`src/rtl/axi_master_rd_arbiter.sv`:
```
// axi_master_rd_arbiter
// Round-robin arbiter that shares the single read request port of an AXI
// master between NUM_REQ requesters. One burst is in flight at a time: a
// requester is granted, its request is forwarded downstream, and the returned
// beats are routed back to it. Beat count and RRESP are checked, and a
// watchdog aborts a burst whose data never completes.
module axi_master_rd_arbiter #(
  parameter int NUM_REQ        = 4,
  parameter int ADDR_WIDTH     = 64,
  parameter int DATA_WIDTH     = 32,
  parameter int TIMEOUT_CYCLES = 4096
) (
  input  logic                          clock,
  input  logic                          reset,
  // requester side
  input  logic [NUM_REQ-1:0]            req_valid,
  input  logic [NUM_REQ*ADDR_WIDTH-1:0] req_addr,
  input  logic [NUM_REQ*16-1:0]         req_burst_size,
  input  logic [NUM_REQ-1:0]            req_throttle,
  output logic [NUM_REQ-1:0]            req_ready,
  output logic [DATA_WIDTH-1:0]         rsp_data,
  output logic [NUM_REQ-1:0]            rsp_valid,
  output logic [NUM_REQ-1:0]            rsp_last,
  output logic [NUM_REQ-1:0]            rsp_err,
  // AXI master read side
  output logic                          sys_read_req,
  output logic [ADDR_WIDTH-1:0]         sys_read_addr,
  output logic [15:0]                   sys_read_burst_size,
  input  logic                          sys_read_master_ready,
  input  logic [DATA_WIDTH-1:0]         sys_read_data,
  input  logic                          sys_read_data_valid,
  input  logic                          sys_read_data_last,
  input  logic [1:0]                    sys_read_resp,
  output logic                          sys_read_throttle,
  // debug
  output logic [2:0]                    grant_idx
);

  typedef enum logic [1:0] {
    ST_IDLE  = 2'd0,
    ST_ISSUE = 2'd1,
    ST_DATA  = 2'd2
  } state_t;

  // Registered state
  state_t                  state_q, state_d;
  logic [2:0]              grant_q, grant_d;
  logic [2:0]              rr_ptr_q, rr_ptr_d;
  logic [ADDR_WIDTH-1:0]   addr_q, addr_d;
  logic [15:0]             size_q, size_d;
  logic [15:0]             beat_cnt_q, beat_cnt_d;
  logic                    err_q, err_d;            // error seen during current burst
  logic                    zero_err_q, zero_err_d;  // pending pulse for a zero-length request
  logic [31:0]             wd_q, wd_d;              // DATA-state watchdog

  // Combinational helpers
  logic                    pick_found_s;
  logic [2:0]              pick_idx_s;
  logic [ADDR_WIDTH-1:0]   addr_sel_s;
  logic [15:0]             size_sel_s;
  logic                    throttle_sel_s;
  logic [NUM_REQ-1:0]      grant_oh_s;
  logic                    beat_err_s;
  logic                    last_beat_s;
  logic [NUM_REQ-1:0]      req_ready_s;
  logic [NUM_REQ-1:0]      rsp_valid_s;
  logic [NUM_REQ-1:0]      rsp_last_s;
  logic [NUM_REQ-1:0]      rsp_err_s;

  // One-hot decode of a requester index.
  function automatic logic [NUM_REQ-1:0] to_onehot(input logic [2:0] idx);
    logic [NUM_REQ-1:0] v;
    v = {NUM_REQ{1'b0}};
    for (int i = 0; i < NUM_REQ; i++) begin
      v[i] = (3'(i) == idx);
    end
    return v;
  endfunction

  // Round-robin search starting just after ptr; returns {found, index}.
  // Offsets are scanned from the farthest to the nearest so the nearest
  // valid requester is the one left in the result.
  function automatic logic [3:0] rr_pick(input logic [NUM_REQ-1:0] valid,
                                         input logic [2:0]         ptr);
    logic [3:0] res;
    res = 4'b0000;
    for (int k = NUM_REQ; k >= 1; k--) begin
      for (int i = 0; i < NUM_REQ; i++) begin
        res = (valid[i] && (((int'(ptr) + k) % NUM_REQ) == i)) ? {1'b1, 3'(i)} : res;
      end
    end
    return res;
  endfunction

  // Arbitration and per-requester slice selection.
  always_comb begin
    logic [3:0] pick;
    pick           = rr_pick(req_valid, rr_ptr_q);
    pick_found_s   = pick[3];
    pick_idx_s     = pick[2:0];
    addr_sel_s     = {ADDR_WIDTH{1'b0}};
    size_sel_s     = 16'd0;
    throttle_sel_s = 1'b0;
    for (int i = 0; i < NUM_REQ; i++) begin
      addr_sel_s     = (3'(i) == pick_idx_s) ? req_addr[i*ADDR_WIDTH +: ADDR_WIDTH] : addr_sel_s;
      size_sel_s     = (3'(i) == pick_idx_s) ? req_burst_size[i*16 +: 16] : size_sel_s;
      throttle_sel_s = (3'(i) == grant_q) ? req_throttle[i] : throttle_sel_s;
    end
    grant_oh_s = to_onehot(grant_q);
  end

  // Next-state logic for the grant/issue/data sequence and its pulses.
  always_comb begin
    state_d     = state_q;
    grant_d     = grant_q;
    rr_ptr_d    = rr_ptr_q;
    addr_d      = addr_q;
    size_d      = size_q;
    beat_cnt_d  = beat_cnt_q;
    err_d       = err_q;
    zero_err_d  = 1'b0;
    wd_d        = wd_q;
    beat_err_s  = 1'b0;
    last_beat_s = sys_read_data_valid & sys_read_data_last;
    req_ready_s = {NUM_REQ{1'b0}};
    rsp_valid_s = {NUM_REQ{1'b0}};
    rsp_last_s  = {NUM_REQ{1'b0}};
    rsp_err_s   = zero_err_q ? grant_oh_s : {NUM_REQ{1'b0}};

    case (state_q)
      ST_IDLE: begin
        if (pick_found_s && sys_read_master_ready) begin
          grant_d     = pick_idx_s;
          addr_d      = addr_sel_s;
          size_d      = size_sel_s;
          req_ready_s = to_onehot(pick_idx_s);
          if (size_sel_s == 16'd0) begin
            // nothing to fetch: report it and rotate priority right away
            zero_err_d = 1'b1;
            rr_ptr_d   = pick_idx_s;
            state_d    = ST_IDLE;
          end else begin
            state_d = ST_ISSUE;
          end
        end else begin
          state_d = ST_IDLE;
        end
      end

      ST_ISSUE: begin
        beat_cnt_d = 16'd0;
        wd_d       = 32'd0;
        err_d      = 1'b0;
        state_d    = ST_DATA;
      end

      ST_DATA: begin
        wd_d        = wd_q + 32'd1;
        rsp_valid_s = sys_read_data_valid ? grant_oh_s : {NUM_REQ{1'b0}};
        if (sys_read_data_valid) begin
          beat_cnt_d = beat_cnt_q + 16'd1;
          // size_q is never zero here, so size_q - 1 cannot wrap
          beat_err_s = (sys_read_resp != 2'b00)
                     || (sys_read_data_last && (beat_cnt_q != (size_q - 16'd1)))
                     || (!sys_read_data_last && (beat_cnt_q >= (size_q - 16'd1)));
          err_d      = err_q | beat_err_s;
        end else begin
          beat_cnt_d = beat_cnt_q;
        end

        if (last_beat_s) begin
          rsp_last_s = grant_oh_s;
          rsp_err_s  = err_d ? grant_oh_s : {NUM_REQ{1'b0}};
          rr_ptr_d   = grant_q;
          state_d    = ST_IDLE;
        end else if ((TIMEOUT_CYCLES != 0) && (wd_q == 32'(TIMEOUT_CYCLES))) begin
          // data never completed: give up and free the port
          rsp_err_s = grant_oh_s;
          rr_ptr_d  = grant_q;
          state_d   = ST_IDLE;
        end else begin
          state_d = ST_DATA;
        end
      end

      default: begin
        state_d = ST_IDLE;
      end
    endcase
  end

  // State and datapath registers with synchronous reset.
  always_ff @(posedge clock) begin
    if (reset) begin
      state_q    <= ST_IDLE;
      grant_q    <= 3'd0;
      rr_ptr_q   <= 3'(NUM_REQ - 1);
      addr_q     <= {ADDR_WIDTH{1'b0}};
      size_q     <= 16'd0;
      beat_cnt_q <= 16'd0;
      err_q      <= 1'b0;
      zero_err_q <= 1'b0;
      wd_q       <= 32'd0;
    end else begin
      state_q    <= state_d;
      grant_q    <= grant_d;
      rr_ptr_q   <= rr_ptr_d;
      addr_q     <= addr_d;
      size_q     <= size_d;
      beat_cnt_q <= beat_cnt_d;
      err_q      <= err_d;
      zero_err_q <= zero_err_d;
      wd_q       <= wd_d;
    end
  end

  // Output drive; everything is forced low while reset is asserted so a
  // burst cut short by reset produces no stray pulses.
  always_comb begin
    if (reset) begin
      req_ready           = {NUM_REQ{1'b0}};
      rsp_data            = {DATA_WIDTH{1'b0}};
      rsp_valid           = {NUM_REQ{1'b0}};
      rsp_last            = {NUM_REQ{1'b0}};
      rsp_err             = {NUM_REQ{1'b0}};
      sys_read_req        = 1'b0;
      sys_read_addr       = {ADDR_WIDTH{1'b0}};
      sys_read_burst_size = 16'd0;
      sys_read_throttle   = 1'b0;
      grant_idx           = 3'd0;
    end else begin
      req_ready           = req_ready_s;
      rsp_data            = (state_q == ST_DATA) ? sys_read_data : {DATA_WIDTH{1'b0}};
      rsp_valid           = rsp_valid_s;
      rsp_last            = rsp_last_s;
      rsp_err             = rsp_err_s;
      sys_read_req        = (state_q == ST_ISSUE);
      sys_read_addr       = addr_q;
      sys_read_burst_size = size_q;
      sys_read_throttle   = (state_q == ST_DATA) ? throttle_sel_s : 1'b0;
      grant_idx           = grant_q;
    end
  end

endmodule
```
`config.mk`:
```
export PLATFORM = sky130hd
export DESIGN_NAME = axi_master_rd_arbiter
export DESIGN_NICKNAME = d
export VERILOG_FILES = /design/src/rtl/axi_master_rd_arbiter.sv
export SDC_FILE = /design/constraint.sdc
export NUM_CORES = 1
export LEC_CHECK = 0
export ABC_AREA = 0
export BUFFER_PORTS_ARGS = -buffer_cell sky130_fd_sc_hd__buf_2
export CAP_MARGIN = 5
export CORE_AREA = 2 2 192 194
export CTS_CLUSTER_DIAMETER = 80
export DETAILED_ROUTE_END_ITERATION = 10
export DIE_AREA = 0 0 194 196
export SLEW_MARGIN = 0
export SYNTH_ARGS = -nofsm -noshare
export SYNTH_HDL_FRONTEND = slang
export SYNTH_SLANG_ARGS = --single-unit
```
`constraint.sdc`:
```
create_clock -name clock -period 3.64 [get_ports clock]
set_clock_uncertainty 0.05 [all_clocks]
set_input_delay 0.728 -clock clock [delete_from_list [all_inputs] [get_ports clock]]
set_output_delay 0.728 -clock clock [all_outputs]
set_load 0.05 [all_outputs]
```
# --- After elaboration in Yosys (flattened, before gate mapping) ---
# Index checks and enable logic that the tools add are counted.
word_totals:
  regBits: 137
  inputBits: 367
  output_inout_bits: 133
  elab_cells: 160
op_classes:
  addsub: 7
  n_lt_le_gt_ge: 1
  eq_ne: 26
  mux: 68
  n_bitwise: 8
  reduce_logical: 41
ops:
  columns: ["cell", "count"]
  rows:
  - ["$mux W64", 5]
  - ["$logic_not A32 Y1", 4]
  - ["$mux W4", 31]
  - ["$mux W16", 6]
  - ["$mux W32", 2]
  - ["$pmux W32 S2", 1]
  - ["$add A32 B1 Y32 const B", 1]
  - ["$eq A32 B13 Y1 const B", 1]
  - ["$pmux W16 S2", 1]
  - ["$eq A3 B3 Y1 const B", 8]
  - ["$logic_and A1 B1 Y1", 19]
  - ["$add A16 B1 Y16 const B", 1]
  - ["$ge A16 B16 Y1", 1]
  - ["$logic_not A16 Y1", 1]
  - ["$ne A16 B16 Y1", 1]
  - ["$sub A16 B1 Y16 const B", 1]
  - ["$mux W2", 7]
  - ["$eq A2 B3 Y1 const A", 4]
  - ["$eq A3 B2 Y1 const B", 4]
  - ["$mux W1", 11]
  - ["$reduce_or A2 Y1", 4]
  - ["$eq A1 B3 Y1 const A", 2]
  - ["$logic_not A3 Y1", 2]
  - ["$ne A2 B2 Y1 const B", 3]
  - ["other kinds (20)", 30]

# --- Depth between registers and ports, before layout ---
# Gate-level depths: netlist of run 1.
logic_depth:
  depth_word: 30
  ltp_mapped: 14
  depth_no_buf: 14

# --- Worst setup path before layout of run 1 ---
# OpenSTA, ideal clock, no wires.
synth_path:
  path_kind: "flip-flop to output port"
  from: "register size_q[5]"
  to: "output port rsp_err[0]"
  t_arrival_ns: 3.590
  path_slack_ns: -0.728
  stages_incl_launch_ff: 14
  n_path_buf: 0
  path_cell_list: "dfxtp_1 > or4_1 > nor2_1 > nand2_1 > nor4_1 > xnor2_1 > ha_1 > nand4_1 > nor2_1 > and2_1 > nand2_1 > nor3_1 > a311o_1 > nor3_1"
synth_between:
  elab_chain_len: 12
  elab_cells_between_ends: 14
  classes_between: "add/sub (1); order compare (1); eq/ne (1); mux (6); bitwise (1); reduce/logical (4)"
synth_lines:
  columns: ["element", "line_no", "rtl"]
  rows:
  - ["start, declared", "50", "logic [15:0] size_q, size_d;"]
  - ["start signal, assigned", "209", "size_q <= size_d;"]
  - ["$sub A16 B1 Y16 *", "164, 165", null]
  - ["parallel branches: the longest is 3 deep, another holds $ge A16 B16 Y1", null, null]
  - ["$logic_or A1 B1 Y1 *", "165", "|| (!sys_read_data_last && (beat_cnt_q >= (size_q - 16'd1)));"]
  - ["$or A1 B1 Y1 *", "166", "err_d = err_q | beat_err_s;"]
  - ["$mux W1 *", "160", "if (sys_read_data_valid) begin"]
  - ["$mux W1 *", "130", "case (state_q)"]
  - ["$mux W4 *", "173", "rsp_err_s = err_d ? grant_oh_s : {NUM_REQ{1'b0}};"]
  - ["$mux W4 *", "171", "if (last_beat_s) begin"]
  - ["$mux W4 *", "130", null]
  - ["$mux W4 *", "220", "if (reset) begin"]
  - ["end, declared", "24", "output logic [NUM_REQ-1:0] rsp_err,"]
# Mark *: on every way between the ends. The select of a mux whose other input is x is not followed.

# --- Worst setup path after layout of run 1 ---
layout_path:
  from: "register size_q[8]"
  to: "output port rsp_err[0]"
# Same word-level chain as after synthesis.

==> metrics.yaml, run 1 <==
outcome:
  outcome: "complete, but fails checks"
  failed_checks: "setup timing"
global_routing:
  busiest_layer: "met2"
  met2_usage_pct: 31.9
  grt.met3_usage_pct: 3.90
  grt_max_degree: 121
  grt_pass1_wl_mm: 55.4
  grt_usage_pct: 18.3
  use_met1_pct: 22.6
  antenna_found_initial: 3
  grt_pass1_vias: 10318
  gr-total-overflow: 0
clock_tree:
  cts_sinks: 136
  tritoncts: "done"
  root_buffer: "clkbuf_16"
  htreeDepth: 4
  cts_inserted_buffers: 17
  clkTransAtPathRegs_ns: 0.06
  hold_buffers: 0
  insertion_delay_ns: 0.43
  clock_path_buffers: 2
logic_synthesis:
  synth_edf_count: 0
  yosysTopAreaCellShare_pct: 29.4
  syn_area_mm2: 0.00926
  yosysSeqAreaShare_pct: 29.4
  yosysUniqueCellTypes: 53
  synthTopCellsByCount: "nand2_1, dfxtp_1, nor2_1"
  yosys.area.top_type: "dfxtp_1"
  yosys_register_bits: 136
  synth_nets: 1661
  synthArstFlopShare_pct: 0
  avgSynthCellArea_um2: 7.29
  ys.flop_type: "dfxtp_1"
  synth_most_common_cell: "nand2_1"
  synthTopCellsByArea: "dfxtp_1, nand2_1, nor2b_1, nor2_1, and2_1"
  synth_cells: 1270
  synth_warnings: 0
sta:
  tightest_slew_ns: 0.629
  hold_viol_final: 0
  finalSetupViolCount: 4
  worst_slack_ns: -0.532
  maxClockFrequency_mhz: 240
  slew_headroom_pct: 58.1
  slew_viol_final: 0
  final.min_clock_period_ns: 4.17
  rsz0062_at_grt: "true"
  hold_slack_ns: 0.427
  fin_crit_sh_pct: 115
power_and_ir_drop:
  ir_drop_v: 0.000257
  power.internal_mw: 3.41
  p_leak_nw: 6.15
  combPwrFrac_pct: 28.7
  p_sw_share_pct: 32.4
  power.density_mw_per_mm2: 382
  clkPwrFrac_pct: 38.9
  p_seq_share_pct: 32.4
  p_switching_mw: 1.63
  finalPower_mw: 5.03
finish:
  final-instance-count-excl-fill: 2222
  n_fill_cell: 3905
  num_antenna_cells: 0
  nNetsFinal: 2132
  drive_gt1_share_pct: 34.5
  finish.instance_area_mm2: 0.0132
  syn_to_final_growth_pct: 42.3
setup_path:
  crit_fanout: 4
  path_cells: "or4_4 > nor2_4 > nand2_4 > nor4_4 > xnor2_1 > ha_1 > nand4_1 > nor2_1 > and2_4 > nand2_4 > nor3_4 > a311o_1 > buf_6 > nor3_4 > buf_6"
  worst-path-buf-inv: 2
  crit_required_ns: 2.86
  slowest_delay_ns: 0.56
  startpoint_type: "flop"
  critPathKind: "flop to primary output"
  end_kind: "primary output"
  arrival_ns: 3.39
  critPathTopFamily: "simple AND/OR/NAND/NOR gates"
  cp_slowest_cell: "or4_4"
floorplan:
  dieArea_mm2: 0.0380
  ioPinCount: 500
  die_y_um: 196
  core_mm2: 0.0361
  initial_core_util_pct: 25.6
  die_w_um: 194
  rows: 70
route:
  totalWireLength_mm: 36.5
  wire_per_inst_um: 16.4
  remaining_drc_errors: 0
  dr.first_iter.drc_count: 517
  first_pass_iters: 6
  ant_nets: 0
  routed_via_density: 4.84
  via_count: 10744
placement:
  dpl-instance-area_mm2: 0.0123
  dp_cells: 2185
  post-place-ws_ns: -0.346
  io_buffer_count: 498
  globalplace.congestion: 0.924
  dp_hpwl_mm: 28.3
min_path:
  hold_path.class: "flop to flop"
run:
  maxCapViolations: 0
[path summary, 6_finish.rpt]
| path | startpoint | to | slack, ns | depth (start not counted) |
|---|---|---|---|---|
| min | addr_q[53]$_SDFFE_PP0P_ | addr_q[53]$_SDFFE_PP0P_ | 0.43 | 2 |
| max reg2reg | size_q[8]$_SDFFE_PP0P_ | err_q$_SDFFE_PP0P_ | 0.12 | 15 |
| min reg2reg | addr_q[53]$_SDFFE_PP0P_ | addr_q[53]$_SDFFE_PP0P_ | 0.43 | 2 |
| max | size_q[8]$_SDFFE_PP0P_ | rsp_err[0] | -0.53 | 15 |
[layer usage]
layer | vias to the layer above | wire length (um)
met4 | 6 | 828
met3 | 45 | 1800
li1 | 5332 | -
met5 | - | 46
met1 | 5031 | 15600
met2 | 330 | 18200
[tightest hold or removal path: cells and delay by family (launching register included)]
| kind | cells | cell delay, ns |
|---|---|---|
| DFF | 1 | 0.32 |
| and+or+nand+nor | 1 | 0.07 |
| AOI/OAI and AO/OA | 1 | 0.06 |
[per-stage QoR]
stage	setup TNS (ns)	utilization, %
floorplan	-1.36	-
global placement	-1.06	34.2
detailed placement	-1.36	34.2
CTS	-2.01	36.4
global route	-2.75	36.5
finish	-2.11	36.5
[logic make-up (layout without fill, tap and decap cells)]
logic type / count (synthesis) / count (layout) / synth area share [%]
compound gates: 265 / 265 / 19.7
other cells: 1 / 1 / 0.0405
flops: 136 / 136 / 29.4
simple gates: 644 / 644 / 33.1
fa+ha+maj: 24 / 24 / 3.24
xor+xnor: 52 / 52 / 4.92
buf+inv: 109 / 593 / 5.22
mux: 39 / 39 / 4.35
[flip-flops by register name, summed over array words and instances (netlist names), 2 cells and up]
signal and count:
state_q 2, rr_ptr_q 2, size_q 16, grant_q 2, wd_q 32, addr_q 64
beat_cnt_q 16
[power groups by stage]
| stage | clock (mW) | sequential [mW] | combinational [mW] |
|---|---|---|---|
| after floorplan | 0 | 1.65 | 0.882 |
| after global placement | 0 | 1.66 | 1.37 |
| after detailed placement | 0 | 1.66 | 1.39 |
| after CTS | 2.03 | 1.63 | 1.44 |
| after global routing | 2.09 | 1.64 | 1.58 |
| final | 1.96 | 1.63 | 1.44 |
[cell type report]
type	count	area [um2]	area share, %
well taps	468	586	4.45
repair buffers	547	2960	22.5
clock buffers	21	460	3.50
clock inverters	11	193	1.46
inverters	14	52.6	0.399
multi-input cells	1025	6200	47.1
flip-flops and latches	136	2720	20.7
[repair_timing]
| action | in CTS | in global routing |
|---|---|---|
| setup endpoints to repair | 4 | 4 |
| resized for setup | 31 | 1 |
| setup buffers | 2 | 3 |
| pin swaps | 14 | 2 |
[cell usage in the layout, fill, tap and decap left out, types with 24 or more instances in the layout]
cell type  count
buf_2        493
nand2_1      257
dfxtp_1      135
nor2_1       118
nor2b_1       83
and2_1        71
o21ai_0       65
a21oi_1       62
buf_4         43
a211oi_1      40
mux2i_1       38
a311oi_1      36
a221o_1       32
xor2_1        30
nand3_1       25
ha_1          24
(Power assumes the default switching activity.)
==> inputs of run 2 (changes only) <==
--- a/config.mk
+++ b/config.mk
@@ -5,13 +5,13 @@
 export SDC_FILE = /design/constraint.sdc
 export NUM_CORES = 1
 export LEC_CHECK = 0
-export ABC_AREA = 0
+export ABC_AREA = 1
 export BUFFER_PORTS_ARGS = -buffer_cell sky130_fd_sc_hd__buf_2
 export CAP_MARGIN = 5
-export CORE_AREA = 2 2 192 194
+export CORE_AREA = 2 2 196 198
 export CTS_CLUSTER_DIAMETER = 80
 export DETAILED_ROUTE_END_ITERATION = 10
-export DIE_AREA = 0 0 194 196
+export DIE_AREA = 0 0 198 200
 export SLEW_MARGIN = 0
 export SYNTH_ARGS = -nofsm -noshare
 export SYNTH_HDL_FRONTEND = slang
==> run 2 against run 1 <==
The flow still finishes with violations (setup timing). Global-route usage up 1.5 points. Critical path type unchanged. Non-clock buffer count increased by 6. Worst setup slack worse by 0.20 ns. Critical endpoint is now rsp_err[1]. Sequential power rose by 7%. Via count up 8.7%. Worst hold slack got worse by 0.015 ns.
==> metrics.yaml, run 2 <==
outcome:
  outcome: "complete, but fails checks"
  failed_checks: "setup timing"
setup_path:
  path_cells: "buf_6 > nor2_4 > nand4_1 > nor3_2 > nand4_1 > nor3_2 > xor2_1 > ha_1 > nand2_2 > buf_4 > o211ai_1 > o31ai_1 > o211ai_1 > a21oi_2 > nand2_2 > nand2_1 > a21oi_4 > buf_6"
  arrival_ns: 3.60
  r2r_end: "err_q$_SDFFE_PP0P_"
  crit_fanout: 4
  end_kind: "primary output"
  startpoint: "size_q[2]$_SDFFE_PP0P_"
  r2r_start: "size_q[2]$_SDFFE_PP0P_"
  r2r_cells: 19
  worst-path-buf-inv: 3
  critPathTopFamily: "simple AND/OR/NAND/NOR gates"
  critPathKind: "flop to primary output"
  critical_path_depth: 18
  slowest_delay_ns: 0.33
  reg2reg_setup_slack_ns: 0.39
  cp_slowest_cell: "dfxtp_2"
  crit_path_end: "rsp_err[1]"
  crit_required_ns: 2.86
  startpoint_type: "flop"
clock_tree:
  root_buffer: "clkbuf_16"
  clkTransAtPathRegs_ns: 0.05
  hold_buffers: 0
  insertion_delay_ns: 0.43
  clock_path_buffers: 2
  htreeDepth: 4
  tritoncts: "done"
  cts_inserted_buffers: 17
  cts_sinks: 136
global_routing:
  gr-total-overflow: 0
  antenna_found_initial: 12
  grt_pass1_vias: 10761
  grt_usage_pct: 19.8
  grt_pass1_wl_mm: 60.0
  grt_max_degree: 82
route:
  wire_per_inst_um: 17.2
  ant_nets: 0
  via_count: 11676
  first_pass_iters: 6
  routed_via_density: 4.90
  dr.first_iter.drc_count: 793
  remaining_drc_errors: 0
  totalWireLength_mm: 41.0
finish:
  syn_to_final_growth_pct: 45.0
  fin_util_pct: 35.3
  reg_top3: "addr_q x64, wd_q x32"
  finish.instance_area_mm2: 0.0132
  max_flop_register: "addr_q"
  nNetsFinal: 2241
  largest_reg_flops: 64
  layout_common_cells: "buf_2, nand2_1, nor2_1"
  final_common_cell: "buf_2"
  n_fill_cell: 4074
  final-instance-count-excl-fill: 2381
  drive_gt1_share_pct: 35.2
placement:
  globalplace.congestion: 0.892
  dpl-instance-area_mm2: 0.0124
  dp_hpwl_mm: 32.0
  dp_cells: 2331
  io_buffer_count: 498
  post-place-ws_ns: -0.443
logic_synthesis:
  synthTopCellsByArea: "dfxtp_1, nand2_1, nor2_1, inv_1, a21oi_1"
  synthArstFlopShare_pct: 0
  synthTopCellsByCount: "nand2_1, nor2_1, inv_1"
  avgSynthCellArea_um2: 6.67
  synth_warnings: 0
  yosysUniqueCellTypes: 52
  yosys.area.top_type: "dfxtp_1"
  ys.flop_type: "dfxtp_1"
  yosysSeqAreaShare_pct: 29.9
  yosysTopAreaCellShare_pct: 29.9
  yosys_register_bits: 136
  synth_edf_count: 0
  synth_cells: 1364
  synth_nets: 1755
  synth_most_common_cell: "nand2_1"
  syn_area_mm2: 0.00909
power_and_ir_drop:
  finalPower_mw: 6.18
  p_leak_nw: 6.35
  power.density_mw_per_mm2: 469
  ir_drop_v: 0.000290
floorplan:
  rows: 71
  core_mm2: 0.0374
  die_w_um: 198
  dieArea_mm2: 0.0396
  die_y_um: 200
  initial_core_util_pct: 24.3
  ioPinCount: 500
sta:
  final.min_clock_period_ns: 4.38
  hold_viol_final: 0
  hold_slack_ns: 0.412
  maxClockFrequency_mhz: 229
  rsz0062_at_grt: "true"
  slew_headroom_pct: 53.3
  worst_slack_ns: -0.735
  finalSetupViolCount: 4
  tightest_slew_ns: 0.701
  setup_tns_ns: -2.80
  fin_crit_sh_pct: 120
  slew_viol_final: 0
min_path:
  hold_path.class: "flop to flop"
run:
  maxCapViolations: 0
## run 2: cell types whose count changed in the layout (fill, tap and decap cells not counted), sizes merged, moves of 40 or more
cell / previous run / this run
and2: 72 / 0
inv: 15 / 169
nand3: 27 / 67
nand4: 14 / 58
nor2: 123 / 189
nor2b: 83 / 0
o211ai: 2 / 52
o21ai: 72 / 28
## run 2: worst register-to-register path: cells and delay by family, from the launching register on
family	cells	cell delay (ns)
AO/OA/AOI/OAI	4	0.74
XOR/XNOR	1	0.17
adder cells (fa/ha/maj)	1	0.25
buffers and inverters	6	0.62
flip-flops	1	0.33
AND/OR/NAND/NOR	7	1.01
## run 2: logic make-up (layout without fill, tap and decap cells)
kind of cell	count (synthesis)	in the layout	share of synthesized area [%]
XOR/XNOR	22	22	2.12
AND/OR/NAND/NOR	632	632	31.3
flip-flops	136	136	29.9
AO/OA/AOI/OAI	293	293	22.3
adder cells (fa/ha/maj)	24	24	3.30
buffers and inverters	256	754	11.0
other	1	9	0.0412
## run 2: worst min-delay path by stage
stage / to / cells after the start / startpoint / slack (ns)
2_1_floorplan: addr_q[0]$_SDFFE_PP0P_ / 2 / addr_q[0]$_SDFFE_PP0P_ / 0.39
3_5_place_dp: addr_q[59]$_SDFFE_PP0P_ / 2 / addr_q[59]$_SDFFE_PP0P_ / 0.41
6_report: addr_q[59]$_SDFFE_PP0P_ / 2 / addr_q[59]$_SDFFE_PP0P_ / 0.41
3_3_place_gp: addr_q[59]$_SDFFE_PP0P_ / 2 / addr_q[59]$_SDFFE_PP0P_ / 0.40
5_1_grt: addr_q[43]$_SDFFE_PP0P_ / 2 / addr_q[43]$_SDFFE_PP0P_ / 0.43
4_1_cts: addr_q[6]$_SDFFE_PP0P_ / 2 / addr_q[6]$_SDFFE_PP0P_ / 0.42
## run 2: repair_timing
item,4_1_cts,5_1_grt
endpoints found under the hold margin,0,0
setup endpoints to repair,8,8
pin swaps,1,12
resized for setup,14,23
buffers inserted,6,5
## run 2: area by class of cell
class / instances / area [um2] / share of cell area (%)
well taps: 511 / 639 / 4.85
flip-flops and latches: 136 / 2730 / 20.7
clock buffers: 23 / 468 / 3.55
inverters: 170 / 647 / 4.91
diodes: 8 / 20.0 / 0.152
repair buffers: 553 / 3000 / 22.8
clock inverters: 8 / 97.6 / 0.740
multi-input cells: 972 / 5580 / 42.3
## run 2: where the power goes
| part | switching, mW | internal (mW) | leakage (nW) |
|---|---|---|---|
| clock network | 0.684 | 1.04 | 0.281 |
| registers | 0.0803 | 1.67 | 1.11 |
| logic | 1.77 | 0.937 | 4.95 |
## run 2: routing by layer
metal  vias up  part of all wire, %  global-route usage [%]
met3        89                  6.2                    4.64
met1      5414                   42                    24.7
met5         -                0.032                       0
li1       5700                    -                       -
met2       471                   47                    31.7
met4         2                  4.5                    10.8
